`config.mk`:
```
export PLATFORM = sky130hd
export DESIGN_NAME = pipelined_adder
export DESIGN_NICKNAME = d
export VERILOG_FILES = /design/src/rtl/pipelined_adder.sv
export SDC_FILE = /design/constraint.sdc
export NUM_CORES = 1
export LEC_CHECK = 0
export CAP_MARGIN = 20
export CORE_UTILIZATION = 55
export DETAILED_ROUTE_END_ITERATION = 12
export GPL_TIMING_DRIVEN = 0
export PLACE_DENSITY = 0.91
export SLEW_MARGIN = 25
export SYNTH_ARGS = -nofsm -noshare
export SYNTH_HDL_FRONTEND = slang
export SYNTH_SLANG_ARGS = --single-unit
```
`constraint.sdc`:
```
create_clock -name clk -period 2.8 [get_ports clk]
set_input_delay 0.56 -clock clk [delete_from_list [all_inputs] [get_ports clk]]
set_output_delay 0.56 -clock clk [all_outputs]
set_load 0.005 [all_outputs]
```
`src/rtl/pipelined_adder.sv`:
```
// pipelined_adder: chunked two's-complement adder/subtractor.
// One CHUNK-bit slice is added per stage, carry registered between stages,
// valid/ready on both sides with a single whole-pipeline advance enable.
module pipelined_adder #(
    parameter int WIDTH = 16,
    parameter int CHUNK = 4
) (
    input  logic             clk,
    input  logic             rst_n,
    input  logic             in_valid,
    output logic             in_ready,
    input  logic [WIDTH-1:0] A,
    input  logic [WIDTH-1:0] B,
    input  logic             CIN,
    input  logic             SUB,
    output logic             out_valid,
    input  logic             out_ready,
    output logic [WIDTH-1:0] S,
    output logic             COUT,
    output logic             OVF
);

    localparam int STAGES = WIDTH / CHUNK;
    localparam int LAST   = STAGES - 1;

    generate
        if (WIDTH < 1 || CHUNK < 1 || (WIDTH % CHUNK) != 0) begin : g_param_check
            $error("pipelined_adder: WIDTH must be >= 1 and a multiple of CHUNK");
        end
    endgenerate

    // Per-stage pipeline registers (index k = output of stage k)
    logic             r_vld   [STAGES];
    logic             r_carry [STAGES];
    logic [WIDTH-1:0] r_a     [STAGES];
    logic [WIDTH-1:0] r_b     [STAGES];
    logic [WIDTH-1:0] r_sum   [STAGES];
    logic             r_ovf;

    // Stage inputs and combinational stage results
    logic             w_en;
    logic             w_vld_in   [STAGES];
    logic             w_carry_in [STAGES];
    logic [WIDTH-1:0] w_a_in     [STAGES];
    logic [WIDTH-1:0] w_b_in     [STAGES];
    logic [WIDTH-1:0] w_sum_in   [STAGES];
    logic [CHUNK:0]   w_chunk    [STAGES];
    logic [WIDTH-1:0] w_sum_nxt  [STAGES];
    logic             w_ovf_nxt;

    // Whole pipeline advances together whenever the output slot can move
    always_comb begin
        w_en = !r_vld[LAST] || out_ready;
    end

    // Stage input selection: stage 0 from the ports, later stages from the previous register
    always_comb begin
        for (int unsigned k = 0; k < STAGES; k++) begin
            w_vld_in[k]   = 1'b0;
            w_carry_in[k] = 1'b0;
            w_a_in[k]     = '0;
            w_b_in[k]     = '0;
            w_sum_in[k]   = '0;
        end
        w_vld_in[0]   = in_valid;
        w_carry_in[0] = SUB ? 1'b1 : CIN;
        w_a_in[0]     = A;
        w_b_in[0]     = SUB ? ~B : B;
        w_sum_in[0]   = '0;
        for (int unsigned k = 1; k < STAGES; k++) begin
            w_vld_in[k]   = r_vld[k-1];
            w_carry_in[k] = r_carry[k-1];
            w_a_in[k]     = r_a[k-1];
            w_b_in[k]     = r_b[k-1];
            w_sum_in[k]   = r_sum[k-1];
        end
    end

    // Slice add per stage, merging the new slice into the accumulated sum
    always_comb begin
        for (int unsigned k = 0; k < STAGES; k++) begin
            w_chunk[k]   = {1'b0, w_a_in[k][k*CHUNK +: CHUNK]}
                         + {1'b0, w_b_in[k][k*CHUNK +: CHUNK]}
                         + {{CHUNK{1'b0}}, w_carry_in[k]};
            w_sum_nxt[k] = w_sum_in[k];
            w_sum_nxt[k][k*CHUNK +: CHUNK] = w_chunk[k][CHUNK-1:0];
        end
        // Carry into the MSB is recovered as a^b^sum at that bit, so no extra adder split is needed
        w_ovf_nxt = w_a_in[LAST][WIDTH-1] ^ w_b_in[LAST][WIDTH-1]
                  ^ w_chunk[LAST][CHUNK-1] ^ w_chunk[LAST][CHUNK];
    end

    // Pipeline registers: async clear, capture only on advance
    always_ff @(posedge clk or negedge rst_n) begin
        if (!rst_n) begin
            for (int unsigned k = 0; k < STAGES; k++) begin
                r_vld[k]   <= 1'b0;
                r_carry[k] <= 1'b0;
                r_a[k]     <= '0;
                r_b[k]     <= '0;
                r_sum[k]   <= '0;
            end
            r_ovf <= 1'b0;
        end else if (w_en) begin
            for (int unsigned k = 0; k < STAGES; k++) begin
                r_vld[k]   <= w_vld_in[k];
                r_carry[k] <= w_chunk[k][CHUNK];
                r_a[k]     <= w_a_in[k];
                r_b[k]     <= w_b_in[k];
                r_sum[k]   <= w_sum_nxt[k];
            end
            r_ovf <= w_ovf_nxt;
        end
    end

    // Output mapping from the last stage
    always_comb begin
        in_ready  = w_en;
        out_valid = r_vld[LAST];
        S         = r_sum[LAST];
        COUT      = r_carry[LAST];
        OVF       = r_ovf;
    end

endmodule

```
==> impl_metrics.ini <==
[status]
outcome = finished, final reports clean

[drt]
drt-total-wl_mm = 8.64
postRouteAntennaNets = 0
dr.pass1.iters = 4
route.vias.total = 3257
drc = 0
dr.first_iter.drc_count = 220
vias_per_cell = 5.08
drt-wirelength-per-cell_um = 13.5

[clocking]
cts.sinks = 97
ctsResizeCount = 0
cts_max_level = 3
post_cts_buffers = 0
cts-buffers-inserted = 9
clk_path_buf_depth = 2
clk_pin_slew_worst_paths_ns = 0.10
ctsHoldBuffers = 0
cts_tree = done
clkLatencyLatePin_ns = 0.37
cts_root_buf = clkbuf_8

[timing]
rsz0062_at_grt = false
fin_crit_sh_pct = 94.7
slew_headroom_pct = 63.5
post-route-min-period_ns = 2.65
max_slew.worst_pin.slew_ns = 0.548
drv_slew = 0
finalSetupViolCount = 0
fin_tns_setup_ns = 0
hold_ws_ns = 0.0931
clock.fmax_mhz = 377
final_hold_viol_count = 0
finalClockSkew_ns = 0.0116

[logic_synthesis]
synth-seq-cells = 97
mappedNetlistArea_um2 = 4390
synth.avg_cell_area_um2 = 9.43
yosysWarnings = 0
synthCells = 466
ys_seq_area_share_pct = 55.3
synthDominantCellAreaShare_pct = 55.3
synth_area_leader_cell = dfrtp_1
ys_types = 22
ys_top_cells_by_area = dfrtp_1, nand2_1, fa_1
syn_nets = 524

[critical_path]
path_max_fanout = 10
r2r_start = r_carry[1]
startpoint_type = input pin
cp.required_ns = 2.24
crit_type = in -> out
arrival_ns = 2.09
startpoint = out_ready
cp-end-kind = output pin

[placed_design]
dpl.hpwl_mm = 6.10
io_buffers = 56
gp_congestion = 0.866

[pwr]
p_leak_uw = 0.00269
power.density_nw_per_um2 = 1050
power_uw = 5620
ir_drop_mv = 0.453

[global_route]
grt_use_met3_pct = 5.36
grt_max_degree = 55
antenna_found_initial = 0
grt.met2_usage_pct = 37.9
top_usage_layer = met2
grt_pass1_vias = 3296
grt_util_all_layers_pct = 23.6
use_met1_pct = 31.1
grt_overflow_total = 0
grt_pass1_wl_mm = 15.2

[die]
dieArea_um2 = 8350
start_util_pct = 56.8
num_io_pins = 58
std_cell_rows = 32
coreArea_um2 = 7730
chipWidth_um = 91.4
die_y_um = 91.4

[final_layout]
final_nets = 592
drive_gt1_share_pct = 10.8
final_common_cell = nand2_1
antenna_cells = 0
synthToLayoutAreaGrowth_pct = 21.4
final_util_pct = 69.0
layout_common_cells = nand2_1, dfrtp_1, clkdlybuf4s50_1

[flow_run]
maxCapViolations = 0

[min_path]
hp-class = in -> async
-- kinds of logic (layout without fill, tap and decap cells) --
| group | count (synthesis) | after routing | share of synthesized area (%) |
|---|---|---|---|
| DFF | 97 | 97 | 55.3 |
| and+or+nand+nor | 237 | 237 | 20.5 |
| xor gates and xnor gates | 24 | 24 | 4.78 |
| adders and majority gates | 20 | 20 | 7.06 |
| AOI/OAI and AO/OA | 44 | 44 | 5.50 |
| buffers and inverters | 44 | 117 | 6.86 |
-- flip-flops by register name, summed over array words and instances (netlist names) --
name	count
r_a	24
r_b	24
r_sum	24
S	16
r_carry	3
r_vld	3
COUT	1
OVF	1
out_valid	1
-- power by group --
| group | internal [µW] | switching (µW) |
|---|---|---|
| Clock | 511 | 501 |
| Sequential | 2020 | 367 |
| Combinational | 1110 | 1110 |
-- Yosys cell counts --
library cell  instances
nor2b_1               1
o21ai_1               1
clkbuf_1              3
ha_1                 12
buf_6                 7
nor2b_2               1
nand2b_1              1
buf_4                19
inv_1                 4
xor2_1                8
inv_2                 1
xnor2_1              16
o21ai_0              22
or2_2                 1
buf_2                10
a21o_1                7
o21ai_2               1
nor2_1                7
fa_1                  8
dfrtp_1              97
nand2_1             226
a21oi_1              13
-- stage by stage --
| step | setup WS (ns) | cell area [µm²] | cells |
|---|---|---|---|
| CTS | 0.138 | 5330 | 641 |
| floorplan | 0.365 | 4390 | 466 |
| finish | 0.148 | 5330 | 641 |
| detailed placement | 0.129 | 5110 | 625 |
| global placement | -2.18 | 5080 | 624 |
| global route | 0.0888 | 5330 | 641 |
-- critical path, stage by stage --
cell	delay, ns
clkdlybuf4s50_1	0.47
nor2b_2	0.04
buf_6	0.13
inv_2	0.08
buf_2	0.25
clkdlybuf4s50_1	0.55
-- routing by layer --
metal  wire length (µm)  vias up  share of wire [%]
met3                452       23                5.2
li1                   -     1568                  -
met1               3620     1560                 42
met4                248        0                2.9
met5                  0        -                  0
met2               4310      106                 50
-- layout make-up --
type | instances | area (µm²)
Inverter | 5 | 18.8
Timing Repair Buffer | 57 | 589
Buffer | 39 | 283
Tap cell | 102 | 128
Clock buffer | 9 | 124
Multi-Input combinational cell | 325 | 1660
Fill cell | 561 | 2390
Clock inverter | 7 | 100
Sequential cell | 97 | 2430
-- worst paths after layout --
check	endpoint	slack [ns]	depth (start not counted)
worst max-delay path	in_ready	0.15	6
worst max register to register	OVF	0.74	6
worst min-delay path	r_sum[37]	0.09	1
max in group asynchronous	r_a[60]	2.12	2
worst min register to register	S[11]	0.47	2
min in group clk	S[11]	0.47	2
Note: power is estimated with default switching activity, not from simulation.
==> RTL edit 1: new RTL, same flow settings <==
Change the parameter `CHUNK` from 4 to 2.
--- a/src/rtl/pipelined_adder.sv
+++ b/src/rtl/pipelined_adder.sv
@@ -5,3 +5,3 @@
     parameter int WIDTH = 16,
-    parameter int CHUNK = 4
+    parameter int CHUNK = 2
 ) (
Function: changed (Yosys sat finds a counterexample within 10 cycles, from zero or initial values and one cycle with rst_n low).
==> RTL edit 1 against the unedited design <==
Synthesized area grew 100%. Worst setup slack lost 0.026 ns. Total power grew 120%. Non-clock buffer count grew 4. Wire length grew 83%. Sequential cell count grew 104. Fmax shrank 0.95%. Cell area grew 94%. First-iteration DRC count shrank 15%. Largest cell class unchanged. Highest routed layer unchanged.
==> RTL edit 1: results (changes against the unedited design) <==
- DP Wirelength: 10.56 mm (was 6.103 mm)
- Most instantiated cells after synthesis: dfrtp_1, mux2_4, inv_1 (was nand2_1, dfrtp_1, o21ai_0)
- Routed length per placed instance: 18.83 um (was 13.47 um)
- Max clock buf depth: 3 (was 2)
- Root buffer cell: clkbuf_16 (was clkbuf_8)
- Max FO, Critical Path: 19 (was 10)
- Total CTS buffers: 20 (was 9)
- Clock skew: 0.01190 ns (was 0.01161 ns)
- Dpl cell area: 9778 um^2 (was 5110 um^2)
- Clock slew at reported path FFs: 0.06 ns (was 0.10 ns)
- Clock Latency Late Sink: 0.49 ns (was 0.37 ns)
- WP data arrival: 2.12 ns (was 2.09 ns)
- Number of H-tree levels: 1 (was 3)
- Total track usage: 20.74% (was 23.64%)
- Post-Syn Nets: 589 (was 524)
- Pin count of the biggest net entering global routing: 86 (was 55)
- Iter 0 DRT Violations: 186 (was 220)
- Vias in the first global route: 4,914 (was 3,296)
- Worst Hold Class: in -> reg (was in -> async)
- Outcome: complete, no violations (unchanged)
- Worst slew pin tran: 0.4830 ns (was 0.5481 ns)
- Nets: 668 (was 592)
- Library cells used by synthesis: 19 (was 22)
- Routability congestion estimate: 0.7371 (was 0.8656)
- Share of cells above drive strength 1: 39.58% (was 10.76%)
- VDD IR max: 0.0006457 V (was 0.0004526 V)
- First-pass GRT wire length: 26.48 mm (was 15.17 mm)
- Ranking of synthesized cells by area: dfrtp_1, mux2_4, fa_1 (was dfrtp_1, nand2_1, fa_1)
- Leak: 0.005005 uW (was 0.002695 uW)
==> RTL edit 1: changes by cell type after synthesis, sizes merged, moves of 7 or more <==
cell   before  now
ha         12    1
mux2i       0    8
a21o        7    0
nor3b       0   16
fa          8   16
inv         5   37
o21ai      24    0
dfrtp      97  201
nand2     226    0
xnor2      16    3
mux2        0  176
==> RTL edit 1: routing by layer <==
| layer | track usage (%) | up-vias | routed length, um |
|---|---|---|---|
| li1 | - | 1931 | - |
| met1 | 25.96 | 2259 | 6597 |
| met2 | 37.07 | 94 | 8256 |
| met3 | 3.509 | 31 | 552 |
| met4 | 5.952 | 0 | 408 |
| met5 | 0 | - | 0 |
==> RTL edit 1: final timing paths <==
| check | start | endpoint | slack [ns] | depth (start not counted) |
|---|---|---|---|---|
| max in group asynchronous | rst_n | out_valid | 1.16 | 4 |
| min in group asynchronous | rst_n | S[1] | 0.57 | 2 |
| worst min register to register | r_vld[1] | out_valid | 0.49 | 1 |
| worst max register to register | r_a[30] | OVF | 0.68 | 5 |
| worst max-delay path | out_valid | in_ready | 0.12 | 4 |
| worst min-delay path | out_ready | r_sum[57] | 0.47 | 3 |
==> RTL edit 1: kinds of logic after synthesis <==
| group | count (synthesis) | synth area share [%] |
|---|---|---|
| compound gates | 16 | 0.9001 |
| xor+xnor | 17 | 1.842 |
| fa+ha+maj | 17 | 3.741 |
| buf+inv | 80 | 5.738 |
| flops | 201 | 56.53 |
| mux | 184 | 29.63 |
| simple gates | 19 | 1.617 |
==> RTL edit 1: final cells by class <==
cell class / count / area, um^2
clock buffer: 30 / 579.3
timing repair buffer: 58 / 620.6
sequential: 201 / 5031
tap: 216 / 270.3
inverter: 37 / 138.9
multi-input combinational: 253 / 3357
buffer: 42 / 360.3
clock inverter: 3 / 15.01
fill: 1047 / 5455
==> RTL edit 1: what timing repair did <==
| action | 4_1_cts | 5_1_grt |
|---|---|---|
| resized for setup | 1 | 0 |
| gates cloned | 0 | 0 |
| setup endpoints to repair | 1 | 1 |
| endpoints found under the hold margin | 43 | 0 |
| hold buffers | 1 | 0 |
==> RTL edit 1: power breakdown <==
part           internal (uW)  switching [uW]  total (uW)
Combinational           3050            1600        4650
Clock                   1420            1050        2470
Sequential              4320             894        5220
==> RTL edit 1: through the flow <==
| step | instances | hold slack [ns] |
|---|---|---|
| 6_report | 840 | 0.4724 |
| 5_1_grt | 840 | 0.4708 |
| 4_1_cts | 841 | 0.4588 |
| 3_5_place_dp | 807 | 0.4682 |
| 3_3_place_gp | 805 | 0.4412 |
| 2_1_floorplan | 534 | 0.2644 |
==> RTL edit 1: critical path, delay by kind of cell, from the launching register on <==
family        cells  cell delay, ns
buf+inv           3            1.02
flops             1            0.48
simple gates      1            0.12
==> RTL edit 2: new RTL, same flow settings <==
Made on the original files. Put a register stage on the output `OVF`, cleared by the reset. The value now appears one clock later. The other outputs are not delayed to match.
--- a/src/rtl/pipelined_adder.sv
+++ b/src/rtl/pipelined_adder.sv
@@ -24,2 +24,4 @@
     localparam int LAST   = STAGES - 1;
+
+    logic OVF_d;
 
@@ -121,3 +123,11 @@
         COUT      = r_carry[LAST];
-        OVF       = r_ovf;
+        OVF_d     = r_ovf;
+    end
+
+    always_ff @(posedge clk or negedge rst_n) begin
+        if (!rst_n) begin
+            OVF <= '0;
+        end else begin
+            OVF <= OVF_d;
+        end
     end
Formal check against the unedited RTL: not equivalent (Yosys sat finds a counterexample within 10 cycles, from zero or initial values and one cycle with rst_n low).
==> RTL edit 2 against the unedited design <==
Count of clock-buffer cells in the layout grew 2. Clock skew shrank 0.0029 ns. Cell area grew 0.66%. Sequential cell count grew 1. Wire length grew 8.5%. Worst setup slack lost 0.022 ns. Non-clock buffer count is the same. Fmax shrank 0.82%. Total power grew 2.5%. First-iteration DRC count shrank 17%. Synthesized area grew 0.57%. Register-to-register slack lost 0.06 ns. Critical endpoint unchanged.
==> RTL edit 2: results (changes against the unedited design) <==
- Outcome: complete, no violations (unchanged)
- Sequential share of cell area: 45.68% (was 45.51%)
- Ranking of synthesized cells by area: dfrtp_1, nand2_1, fa_1 (unchanged)
- First-pass detailed-route iteration total: 5 (was 4)
- FF+latch count: 98 (was 97)
- Placed cell count: 626 (was 625)
- WL met2: 4.880 mm (was 4.313 mm)
- Sequential area share after synthesis: 55.51% (was 55.25%)
- Post-Syn Nets: 525 (was 524)
- Met2 Usage GRT: 42.61% (was 37.94%)
- Dpl cell area: 5135 um^2 (was 5110 um^2)
- Vias in the first global route: 3,416 (was 3,296)
- Final Util: 69.12% (was 69.03%)
- Non-Clock Buffer Area Fraction: 16.24% (was 16.35%)
- Wl on met1: 3.773 mm (was 3.622 mm)
- Share of cells above drive strength 1: 10.74% (was 10.76%)
- Total track usage: 25.03% (was 23.64%)
- M1 GR Usage: 30.56% (was 31.07%)
- Post-Synth Adder-Cell Area: 7.024% (was 7.064%)
- WP data arrival: 2.11 ns (was 2.09 ns)
- Mux share of post-synthesis cell area: 0% (unchanged)
- Xor/xnor cell area share of the yosys netlist: 4.758% (was 4.785%)
- First-pass GRT wire length: 15.82 mm (was 15.17 mm)
- Routability congestion estimate: 0.8363 (was 0.8656)
- Post-synthesis compound-gate area fraction: 5.466% (was 5.497%)
- Routed length per placed instance: 14.60 um (was 13.47 um)
- Rel. slew slack: 66.92% (was 63.46%)
- Iter 0 DRT Violations: 183 (was 220)
- ClkCell Share: 4.358% (was 4.199%)
- Final Routed Wirelength: 9.370 mm (was 8.637 mm)
- Worst Reg2Reg Path Length in Cells: 6 (unchanged)
- Top sig layer: met4 (unchanged)
- CLK BUF: 11 (was 9)
- DP Wirelength: 6.347 mm (was 6.103 mm)
- Cell-internal power: 3725 uW (was 3641 uW)
- Clock skew: 0.008682 ns (was 0.01161 ns)
- Pre-CTS setup slack: 0.09207 ns (was 0.1294 ns)
- Leak: 0.002714 uW (was 0.002695 uW)
- VDD IR max: 0.0004589 V (was 0.0004526 V)
- GRT met3 Usage: 4.643% (was 5.360%)
- DR vias/cell: 5.142 (was 5.081)
- Pin count of the biggest net entering global routing: 51 (was 55)
- Met3 Routed Length: 428 um (was 452 um)
- Syn Inst Count: 467 (was 466)
## RTL edit 2: cell types whose count changed after synthesis, sizes merged
cell   change
dfrtp      +1
## RTL edit 2: worst max-delay path, stage by stage
cell,delay [ns]
clkdlybuf4s50_1,0.47
nor2b_2,0.04
buf_6,0.14
inv_2,0.08
buf_2,0.27
clkdlybuf4s50_1,0.55
## RTL edit 2: final timing paths
kind                            end  slack (ns)
min                           S[12]        0.11
max                        in_ready        0.13
min reg2reg                     OVF        0.39
max reg2reg                   OVF_d        0.68
max in group asynchronous   r_b[54]        2.10
min in group clk                OVF        0.39
## RTL edit 2: power groups by stage
stage	combinational (uW)	sequential, uW	clock (uW)
6_report	2280	2420	1060
5_1_grt	2550	2500	1120
4_1_cts	2300	2420	1060
3_5_place_dp	2230	2430	0
3_3_place_gp	2080	2400	0
2_1_floorplan	1500	2340	0
